File: src/rtl/phase_sequencer.sv
// phase_sequencer: execution-phase generator and run/halt/step control for the multicycle core
module phase_sequencer #(
    parameter int         NUM_PHASES = 5,
    parameter int         CNT_W      = 16,
    parameter logic [3:0] HLT_CODE   = 4'b1111
) (
    input  logic             clk,
    input  logic             rst,
    input  logic             run_req,
    input  logic             step_mode,
    input  logic [15:0]      instruction,
    output logic [2:0]       phase,
    output logic             running,
    output logic             halted,
    output logic             phase_last,
    output logic [CNT_W-1:0] instr_count
);
    localparam logic [2:0] LAST = 3'(NUM_PHASES);
    typedef enum logic [1:0] {IDLE, RUN, HALT} state_t;
    state_t state;
    logic   is_hlt;
    logic   unused_instr;
    assign is_hlt       = instruction[15:14] == 2'b11 && instruction[7:4] == HLT_CODE;
    assign unused_instr = ^{instruction[13:8], instruction[3:0]};
    always_ff @(posedge clk) begin
        if (rst) begin
            state       <= IDLE;
            phase       <= 3'd0;
            running     <= 1'b0;
            halted      <= 1'b0;
            phase_last  <= 1'b0;
            instr_count <= '0;
        end else begin
            case (state)
                RUN: if (phase == 3'd2 && is_hlt) begin
                    state      <= HALT;
                    phase      <= 3'd0;
                    running    <= 1'b0;
                    halted     <= 1'b1;
                    phase_last <= 1'b0;
                end else if (phase == LAST) begin
                    // step_mode only matters at the instruction boundary
                    instr_count <= instr_count + CNT_W'(1);
                    state       <= step_mode ? IDLE : RUN;
                    phase       <= step_mode ? 3'd0 : 3'd1;
                    running     <= !step_mode;
                    phase_last  <= 1'b0;
                end else begin
                    phase      <= phase + 3'd1;
                    phase_last <= phase + 3'd1 == LAST;
                end
                default: if (run_req) begin
                    state      <= RUN;
                    phase      <= 3'd1;
                    running    <= 1'b1;
                    halted     <= 1'b0;
                    phase_last <= 1'b0;
                end
            endcase
        end
    end
endmodule

File: config.mk
export PLATFORM = sky130hd
export DESIGN_NAME = phase_sequencer
export DESIGN_NICKNAME = d
export VERILOG_FILES = /design/src/rtl/phase_sequencer.sv
export SDC_FILE = /design/constraint.sdc
export NUM_CORES = 1
export LEC_CHECK = 0
export CORE_ASPECT_RATIO = 1.4
export CORE_MARGIN = 2
export CORE_UTILIZATION = 40
export CTS_BUF_LIST = sky130_fd_sc_hd__clkbuf_4 sky130_fd_sc_hd__clkbuf_8
export DETAILED_ROUTE_END_ITERATION = 7
export GPL_ROUTABILITY_DRIVEN = 0
export PLACE_DENSITY = 0.89
export SLEW_MARGIN = 20
export SYNTH_ARGS = -nofsm -noshare
export SYNTH_HDL_FRONTEND = slang
export SYNTH_SLANG_ARGS = --single-unit
File: constraint.sdc
create_clock -name clk -period 1.7 [get_ports clk]
set_input_delay 0.255 -clock clk [delete_from_list [all_inputs] [get_ports clk]]
set_output_delay 0.255 -clock clk [all_outputs]
set_load 0.02 [all_outputs]
# == Word-level counts from Yosys, hierarchy flattened ==
# Cells that the tools add are included.
# op_classes
n_reduce_logical,7
muxes,20
add_sub_neg,2
eq_ne,8
n_bitwise,1
# op_table
cell,n
$add A16 B1 Y16 const B,1
$mux W1,12
$mux W3,4
$mux W2,4
$eq A3 B3 Y1 const B,2
$eq A4 B4 Y1 const B,1
$reduce_and A2 Y1,2
$add A3 B1 Y3 const B,1
$eq A3 B2 Y1 const B,1
$ne A3 B3 Y1 const B,1
$reduce_and A3 Y1,1
$eq A2 B1 Y1 const B,1
$eq A2 B2 Y1 const B,1
$logic_and A1 B1 Y1,2
$ne A2 B2 Y1 const B,1
$reduce_bool A2 Y1,1
$logic_not A1 Y1,1
$not A1 Y1,1
# totals
in_bits,20
elab_cells,44
regBits,24

# == Logic depth before layout (Yosys ltp) ==
# Gate-level depths: netlist of run 1.
# logic_depth
depth_word,5
ltp_mapped,5
mapped_depth_nobuf,5

# == Worst setup path after synthesis of run 1 ==
# OpenSTA, ideal clock, no wires.
# synth_path
kind,flip-flop to flip-flop
from,reg phase[2]
to,reg instr_count[15]
setup_ps,70
n_path_buf,1
stages_incl_launch_ff,6
slack_ps,-46
required_ps,1630
arrival_time_ps,1675
synth_period_minus_slack_ps,1746
cell_sequence,dfxtp_1 -> nand4bb_4 -> or2_1 -> buf_6 -> or4_1 -> a21oi_1
# synth_via
elab_chain_len,4
word_cells_on_any_way,5
cone_classes,eq/ne: 2; bitwise: 1; reduce/logical: 2
# synth_rtl
item,line,rtl
start: declaration,12,"output logic [2:0] phase,"
start signal: assignment,45,phase <= step_mode ? 3'd0 : 3'd1;
start signal: assignment,49,phase <= phase + 3'd1;
$eq A3 B2 Y1,35,RUN: if (phase == 3'd2 && is_hlt) begin
$logic_and A1 B1 Y1,35,
$not A1 Y1 (no source line),n/a,
$reduce_and A3 Y1 (no source line) *,n/a,
end signal: assignment,43,instr_count <= instr_count + CNT_W'(1);
end: declaration,16,output logic [CNT_W-1:0] instr_count
# Mark *: on every way between the ends. The rest lies on a longest branch, timed or not.
# A chain may end at the register's enable or synchronous reset.

# == Worst setup path in the final report of run 1 ==
# layout_path
from,reg instr_count[5]
to,out instr_count[5]
# No word-level cell between the ends.

==> results of run 1 <==
[worst max path at each step]
stage               cells after the start            from  slack, ps              end
floorplan                               5        phase[0]         -2  instr_count[15]
global placement                        5  instruction[7]         -9         phase[1]
detailed placement                      5  instruction[7]        -60         state[1]
CTS                                     4        state[1]         10  instr_count[15]
global route                            4  instr_count[2]         -4  instr_count[15]
finish                                  1  instr_count[5]         30   instr_count[5]
[metal layers]
metal	vias up	GRT usage, %	routed length [um]
met3	7	2.473	126
met2	47	34.50	1509
met4	0	12.16	83
met5	-	0	0
li1	530	-	-
met1	521	19.80	1029
[through the flow]
stage	power, mW	hold WS (ps)
4_1_cts	0.8942	500.3
3_5_place_dp	0.6487	482.8
5_1_grt	0.9199	511.4
2_1_floorplan	0.5989	324.1
3_3_place_gp	0.6459	460.9
6_report	0.8919	504.3
[cell type report]
cell class              count  share of cell area, %
flip-flops and latches     23                  30.58
multi-input cells          93                  38.18
inverters                   3                 0.7359
clock inverters             1                 0.3271
repair buffers             41                  25.76
clock buffers               3                  1.472
well taps                  36                  2.944
[what timing repair did]
| action | 4_1_cts | 5_1_grt |
|---|---|---|
| hold endpoints to repair | 0 | 0 |
| setup buffers | 0 | 1 |
| resized for setup | 1 | 9 |
| setup endpoints to repair | 1 | 10 |
[cell usage after synthesis, types with 2 or more instances]
cell	number
sky130_fd_sc_hd__nand2_1	6
sky130_fd_sc_hd__nand4_1	6
sky130_fd_sc_hd__a31oi_1	2
sky130_fd_sc_hd__nor3_1	4
sky130_fd_sc_hd__xnor2_1	4
sky130_fd_sc_hd__nand3_1	4
sky130_fd_sc_hd__nand2b_1	3
sky130_fd_sc_hd__o31ai_1	5
sky130_fd_sc_hd__inv_1	3
sky130_fd_sc_hd__o21ai_0	6
sky130_fd_sc_hd__nand3b_1	2
sky130_fd_sc_hd__and3_1	2
sky130_fd_sc_hd__nor2_1	16
sky130_fd_sc_hd__a21oi_1	11
sky130_fd_sc_hd__or3_1	2
sky130_fd_sc_hd__clkbuf_1	2
sky130_fd_sc_hd__or4_1	5
sky130_fd_sc_hd__xor2_1	4
sky130_fd_sc_hd__dfxtp_1	23
[power groups by stage]
stage               combinational [mW]  clock (mW)  sequential [mW]
CTS                             0.0821       0.258            0.554
finish                          0.0827       0.254            0.555
floorplan                       0.0277           0            0.571
global route                    0.0902       0.274            0.556
global placement                0.0799           0            0.566
detailed placement              0.0826           0            0.566
[kinds of logic (layout without fill, tap and decap cells)]
logic type | after synthesis | in the layout
AO/OA/AOI/OAI | 26 | 26
flip-flops | 23 | 23
buffers and inverters | 7 | 48
XOR/XNOR | 8 | 8
adder cells (fa/ha/maj) | 1 | 1
AND/OR/NAND/NOR | 58 | 58
[state kept, by name (all words and copies together), names as in the netlist]
signal / count
instr_count: 16
phase: 3
halted: 1
phase_last: 1
state: 2
==> out/qor.yml, run 1 <==
status:
  status: "finished, final reports clean"
yosys:
  synthArstFlopShare_pct: 0
  synth_mux_area_share_pct: 0
  mappedNetlistArea_sq_um: 1070
  synth_fa_ha_area_share_pct: 1.170
  yosysSeqAreaShare_pct: 43.04
  synth.top_cells.by_area: "sky130_fd_sc_hd__dfxtp_1, sky130_fd_sc_hd__nor2_1, sky130_fd_sc_hd__a21oi_1, sky130_fd_sc_hd__nand4_1, sky130_fd_sc_hd__o31ai_1"
  synth_top_family_by_area: "simple AND/OR/NAND/NOR gates"
  synth_area_per_cell_sq_um: 8.697
  synth_top_cell_area_share_pct: 43.04
  synth-warning-count: 0
  synth_fp_nets: 144
  netlist-cell-type-count: 32
  netlist_instances: 123
  number_of_enable_type_register_cells_in_the_synthesized_netlist: 0
  post_synth_simple_gate_area_pct: 31.81
  yosys.area_share.xor_xnor_pct: 6.550
  yosys_most_used_dff: "sky130_fd_sc_hd__dfxtp_1"
  synth_compound_area_share_pct: 14.15
  postSynthRegisterBits: 23
  synth.largest_area_cell: "sky130_fd_sc_hd__dfxtp_1"
sta:
  worst_slack_ps: 32.09
  period_needed_ps: 1668
  timing.setup.tns_ps: 0
  setup_viol: 0
  timing_worst_slew_pin_value_ps: 279.3
  finalHoldViolCount: 0
  fin_worst_skew_ps: 4.460
  final-max-slew-violation-count: 0
  slew_headroom_pct: 81.31
  final_min_period_over_clock_period_pct: 98.11
  clock.fmax_mhz: 599.6
placement:
  input_output_buffers: 31
  dpl-instance-area_sq_um: 1474
  post-place-ws_ps: -59.69
  detailedPlacementHpwl_mm: 2.065
  placed_cells: 195
pwr:
  power_frac_seq_pct: 62.2
  p_clk_share_pct: 28.5
  net-switching-power_mw: 0.2146
  pwr_density_cell_nw_per_um2: 582.9
  irDropWorstVdd_v: 0.0003548
  power_frac_comb_pct: 9.3
  internal_power_mw: 0.6773
  switching_share_pct: 24.06
  static-leakage-power_nw: 0.5928
global_routing:
  first_global_vias: 1045
  grt_pass1_wl_mm: 4.422
  groute.usage.overall_pct: 19.46
  grt_start_max_net_pins: 22
  grt_antenna_before_repair: 0
  grt_remaining_overflow: 0
setup_path:
  critPathTopFamily: "buffers and inverters"
  cp_slowest_cell: "sky130_fd_sc_hd__clkdlybuf4s50_1"
  timing.critical_path.buf_inv: 1
  critical_path.max_stage_delay_ps: 660
  setup.worst_path.end_class: "output port"
  r2r_end: "instr_count[15]"
  data_arrival_critical_path_ps: 1410
  worstPathRequired_ps: 1440
  cell_chain_critical_path: "clkdlybuf4s50_1"
  timing.setup.critical_path_class: "register to output port"
  critPathLaunchType: "register"
  regToRegStartpoint: "state[1]"
  max_fanout_on_critical_path: 5
  setup.reg_to_reg.worst_slack_ps: 60
  ff2ff_path_depth: 4
clocking:
  level_count_of_the_clock_h_tree: 1
  clockBufferDepth: 2
  clock_tree.root_cell: "sky130_fd_sc_hd__clkbuf_4"
  clk_pin_slew_ps: 120
  cts-buffers-inserted: 3
  clk_latency_ps: 320
  cts_tree: "built"
  cts-hold-fix-buffers: 0
  cts_num_sinks: 23
floorplan:
  ios: 42
  dieWidth_um: 47.71
  fp.coreArea_sq_um: 2587
  row_count: 22
  fp.dieArea_sq_um: 3110
  dieHeight_um: 65.19
  start_util_pct: 41.34
layout:
  mostFrequentLayoutCell: "sky130_fd_sc_hd__clkdlybuf4s50_1"
  post_route_core_utilization_pct: 59.14
  num-nets-final: 186
  sequential_cell_area_sq_um: 467.9
  instances_no_fill: 200
  layout-drive-gt1-share_pct: 15.85
  final_design_area_no_fill_sq_um: 1530
  layout.cells.most_common_list: "sky130_fd_sc_hd__clkdlybuf4s50_1, sky130_fd_sc_hd__dfxtp_1, sky130_fd_sc_hd__nor2_1"
  ant_cells: 0
  n_fill_cell: 229
  area_delta_synth_final_pct: 43.04
  multi_input_area_sq_um: 584.3
route:
  drtPass1Iterations: 4
  final_ant_viol_nets: 0
  avgRoutedWirePerCell_um: 13.74
  drc: 0
  num_vias: 1105
  detail_route.vias_per_cell: 5.525
  drt_wl_total_mm: 2.748
  drt_first_iter_violations: 32
min_path:
  worst_hold_path.endpoint: "instr_count[15]"
  class_of_the_most_critical_hold_timing_path: "register to register"
  worstHoldStart: "instr_count[15]"
  timing.hold.worst_path_depth: 2
run:
  max_cap_violation_count: 0
Note: power is estimated with default switching activity, not from simulation.
==> run 2, diff against run 1 <==
--- a/config.mk
+++ b/config.mk
@@ -11,7 +11,8 @@
 export CTS_BUF_LIST = sky130_fd_sc_hd__clkbuf_4 sky130_fd_sc_hd__clkbuf_8
 export DETAILED_ROUTE_END_ITERATION = 7
 export GPL_ROUTABILITY_DRIVEN = 0
-export PLACE_DENSITY = 0.89
+export GPL_TIMING_DRIVEN = 0
+export PLACE_DENSITY = 0.77
 export SLEW_MARGIN = 20
 export SYNTH_ARGS = -nofsm -noshare
 export SYNTH_HDL_FRONTEND = slang
==> run 2 against run 1 <==
  * Power fell by 0.72%
  * Sequential power barely moved
  * First-iteration DRC count down 6.3%
  * Core utilization up 0.34 points
  * Critical path type is now register to register
  * Critical endpoint is now instr_count[14]
  * Largest cell class unchanged
==> out/qor.yml, run 2 (synthesis results as in run 1) <==
status:
  status: "finished, final reports clean"
sta:
  worst_slack_ps: 45.72
  fin_worst_skew_ps: 7.226
  slew_headroom_pct: 60.25
  holdWs_ps: 493.8
  timing.setup.tns_ps: 0
  rsz0062_at_grt: "true"
  setup_viol: 0
  final-max-slew-violation-count: 0
  clock.fmax_mhz: 604.5
  final_min_period_over_clock_period_pct: 97.31
  finalHoldViolCount: 0
  timing_worst_slew_pin_value_ps: 596.3
  period_needed_ps: 1654
global_routing:
  grt_start_max_net_pins: 14
  grt_pass1_wl_mm: 4.278
  first_global_vias: 1010
  groute.usage.overall_pct: 18.35
  grt_remaining_overflow: 0
  grt_antenna_before_repair: 0
pwr:
  power_frac_comb_pct: 9.1
  p_clk_share_pct: 28.4
  switching_share_pct: 24.01
  power_frac_seq_pct: 62.5
  internal_power_mw: 0.6729
  pwr_density_cell_nw_per_um2: 575.4
  net-switching-power_mw: 0.2126
  static-leakage-power_nw: 0.5659
  irDropWorstVdd_v: 0.0003661
setup_path:
  setup.worst_path.end_class: "register"
  max_fanout_on_critical_path: 6
  data_arrival_critical_path_ps: 1900
  setup.reg_to_reg.worst_slack_ps: 50
  worstPathRequired_ps: 1950
  critPathLaunchType: "register"
  timing.setup.critical_path_class: "register to register"
floorplan:
  row_count: 22
  fp.coreArea_sq_um: 2587
  fp.dieArea_sq_um: 3110
  dieHeight_um: 65.19
  dieWidth_um: 47.71
  start_util_pct: 41.34
  ios: 42
layout:
  n_fill_cell: 258
  post_route_core_utilization_pct: 59.48
  layout.cells.most_common_list: "sky130_fd_sc_hd__clkdlybuf4s50_1, sky130_fd_sc_hd__nor2_1, sky130_fd_sc_hd__dfxtp_1"
  mostFrequentLayoutCell: "sky130_fd_sc_hd__clkdlybuf4s50_1"
  largest_register_ffs: 16
  reg_top3: "instr_count: 16 flops, phase: 3 flops, state: 2 flops"
  layout-drive-gt1-share_pct: 17.07
  area_delta_synth_final_pct: 43.86
  num-nets-final: 186
  max_flop_register: "instr_count"
  ant_cells: 0
clocking:
  clock_tree.root_cell: "sky130_fd_sc_hd__clkbuf_4"
  clk_latency_ps: 310
  clockBufferDepth: 2
  cts_num_sinks: 23
  cts-buffers-inserted: 3
  level_count_of_the_clock_h_tree: 1
  clk_pin_slew_ps: 130
  cts_tree: "built"
route:
  detail_route.vias_per_cell: 5.445
  avgRoutedWirePerCell_um: 12.55
  drc: 0
  drt_wl_total_mm: 2.510
  drtPass1Iterations: 4
  num_vias: 1089
  drt_first_iter_violations: 30
  final_ant_viol_nets: 0
placement:
  input_output_buffers: 31
  detailedPlacementHpwl_mm: 1.866
  post-place-ws_ps: -74.67
min_path:
  class_of_the_most_critical_hold_timing_path: "register to register"
run:
  max_cap_violation_count: 0
[run 2: routing by layer]
| layer | track usage (%) | vias to the layer above | share of wire, % |
|---|---|---|---|
| met5 | 0 | - | 0 |
| met4 | 5.743 | 0 | 1.0 |
| met3 | 2.473 | 4 | 5.3 |
| met2 | 32.17 | 39 | 52 |
| met1 | 21.86 | 514 | 42 |
| li1 | - | 532 | - |
[run 2: layout make-up]
type	count	area [sq um]	share of cell area, %
Multi-Input combinational cell	93	589.3	38.29
Sequential cell	23	479.2	31.14
Timing Repair Buffer	37	362.8	23.58
Tap cell	36	45.04	2.927
Buffer	4	23.77	1.545
Clock buffer	3	22.52	1.463
Inverter	3	11.26	0.7317
Clock inverter	1	5.005	0.3252
[run 2: path summary, 6_finish.rpt]
check	from	end	cells past startpoint
setup / recovery	instr_count[0]	instr_count[14]	5
hold / removal	halted	halted	2
setup reg to reg	instr_count[0]	instr_count[14]	5
hold reg to reg	halted	halted	2
[run 2: power groups by stage]
stage / logic, mW / registers (mW) / clock network [mW]
global placement: 0.0731 / 0.568 / 0
floorplan: 0.0277 / 0.571 / 0
finish: 0.0806 / 0.553 / 0.252
global route: 0.0884 / 0.555 / 0.288
detailed placement: 0.0751 / 0.568 / 0
CTS: 0.0798 / 0.555 / 0.258
[run 2: stage by stage]
stage / instances / total power, mW / area [sq um]
after global placement: 190 / 0.6409 / 1430
after floorplan: 123 / 0.5989 / 1075
final: 200 / 0.8855 / 1539
after global routing: 200 / 0.9309 / 1539
after CTS: 197 / 0.8925 / 1488
after detailed placement: 190 / 0.6429 / 1430
[run 2: critical path, stage by stage (launching register included)]
cell and delay, ps:
sky130_fd_sc_hd__dfxtp_2 380, sky130_fd_sc_hd__ha_1 160, sky130_fd_sc_hd__and4b_2 270, sky130_fd_sc_hd__nand2_2 100
sky130_fd_sc_hd__or4_1 540, sky130_fd_sc_hd__a21oi_2 140
[run 2: timing repair]
action | CTS | global route
gates resized for setup | 5 | 10
hold buffers | 0 | 0
gates cloned | 0 | 0
setup endpoints to repair | 5 | 9
pin swaps | 0 | 4
buffers inserted | 3 | 3
==> run 3, diff against run 2 <==
--- a/config.mk
+++ b/config.mk
@@ -5,6 +5,7 @@
 export SDC_FILE = /design/constraint.sdc
 export NUM_CORES = 1
 export LEC_CHECK = 0
+export CAP_MARGIN = 25
 export CORE_ASPECT_RATIO = 1.4
 export CORE_MARGIN = 2
 export CORE_UTILIZATION = 40
==> results of run 3 <==
The final DEF is identical to that of run 2; final timing and power are the same.
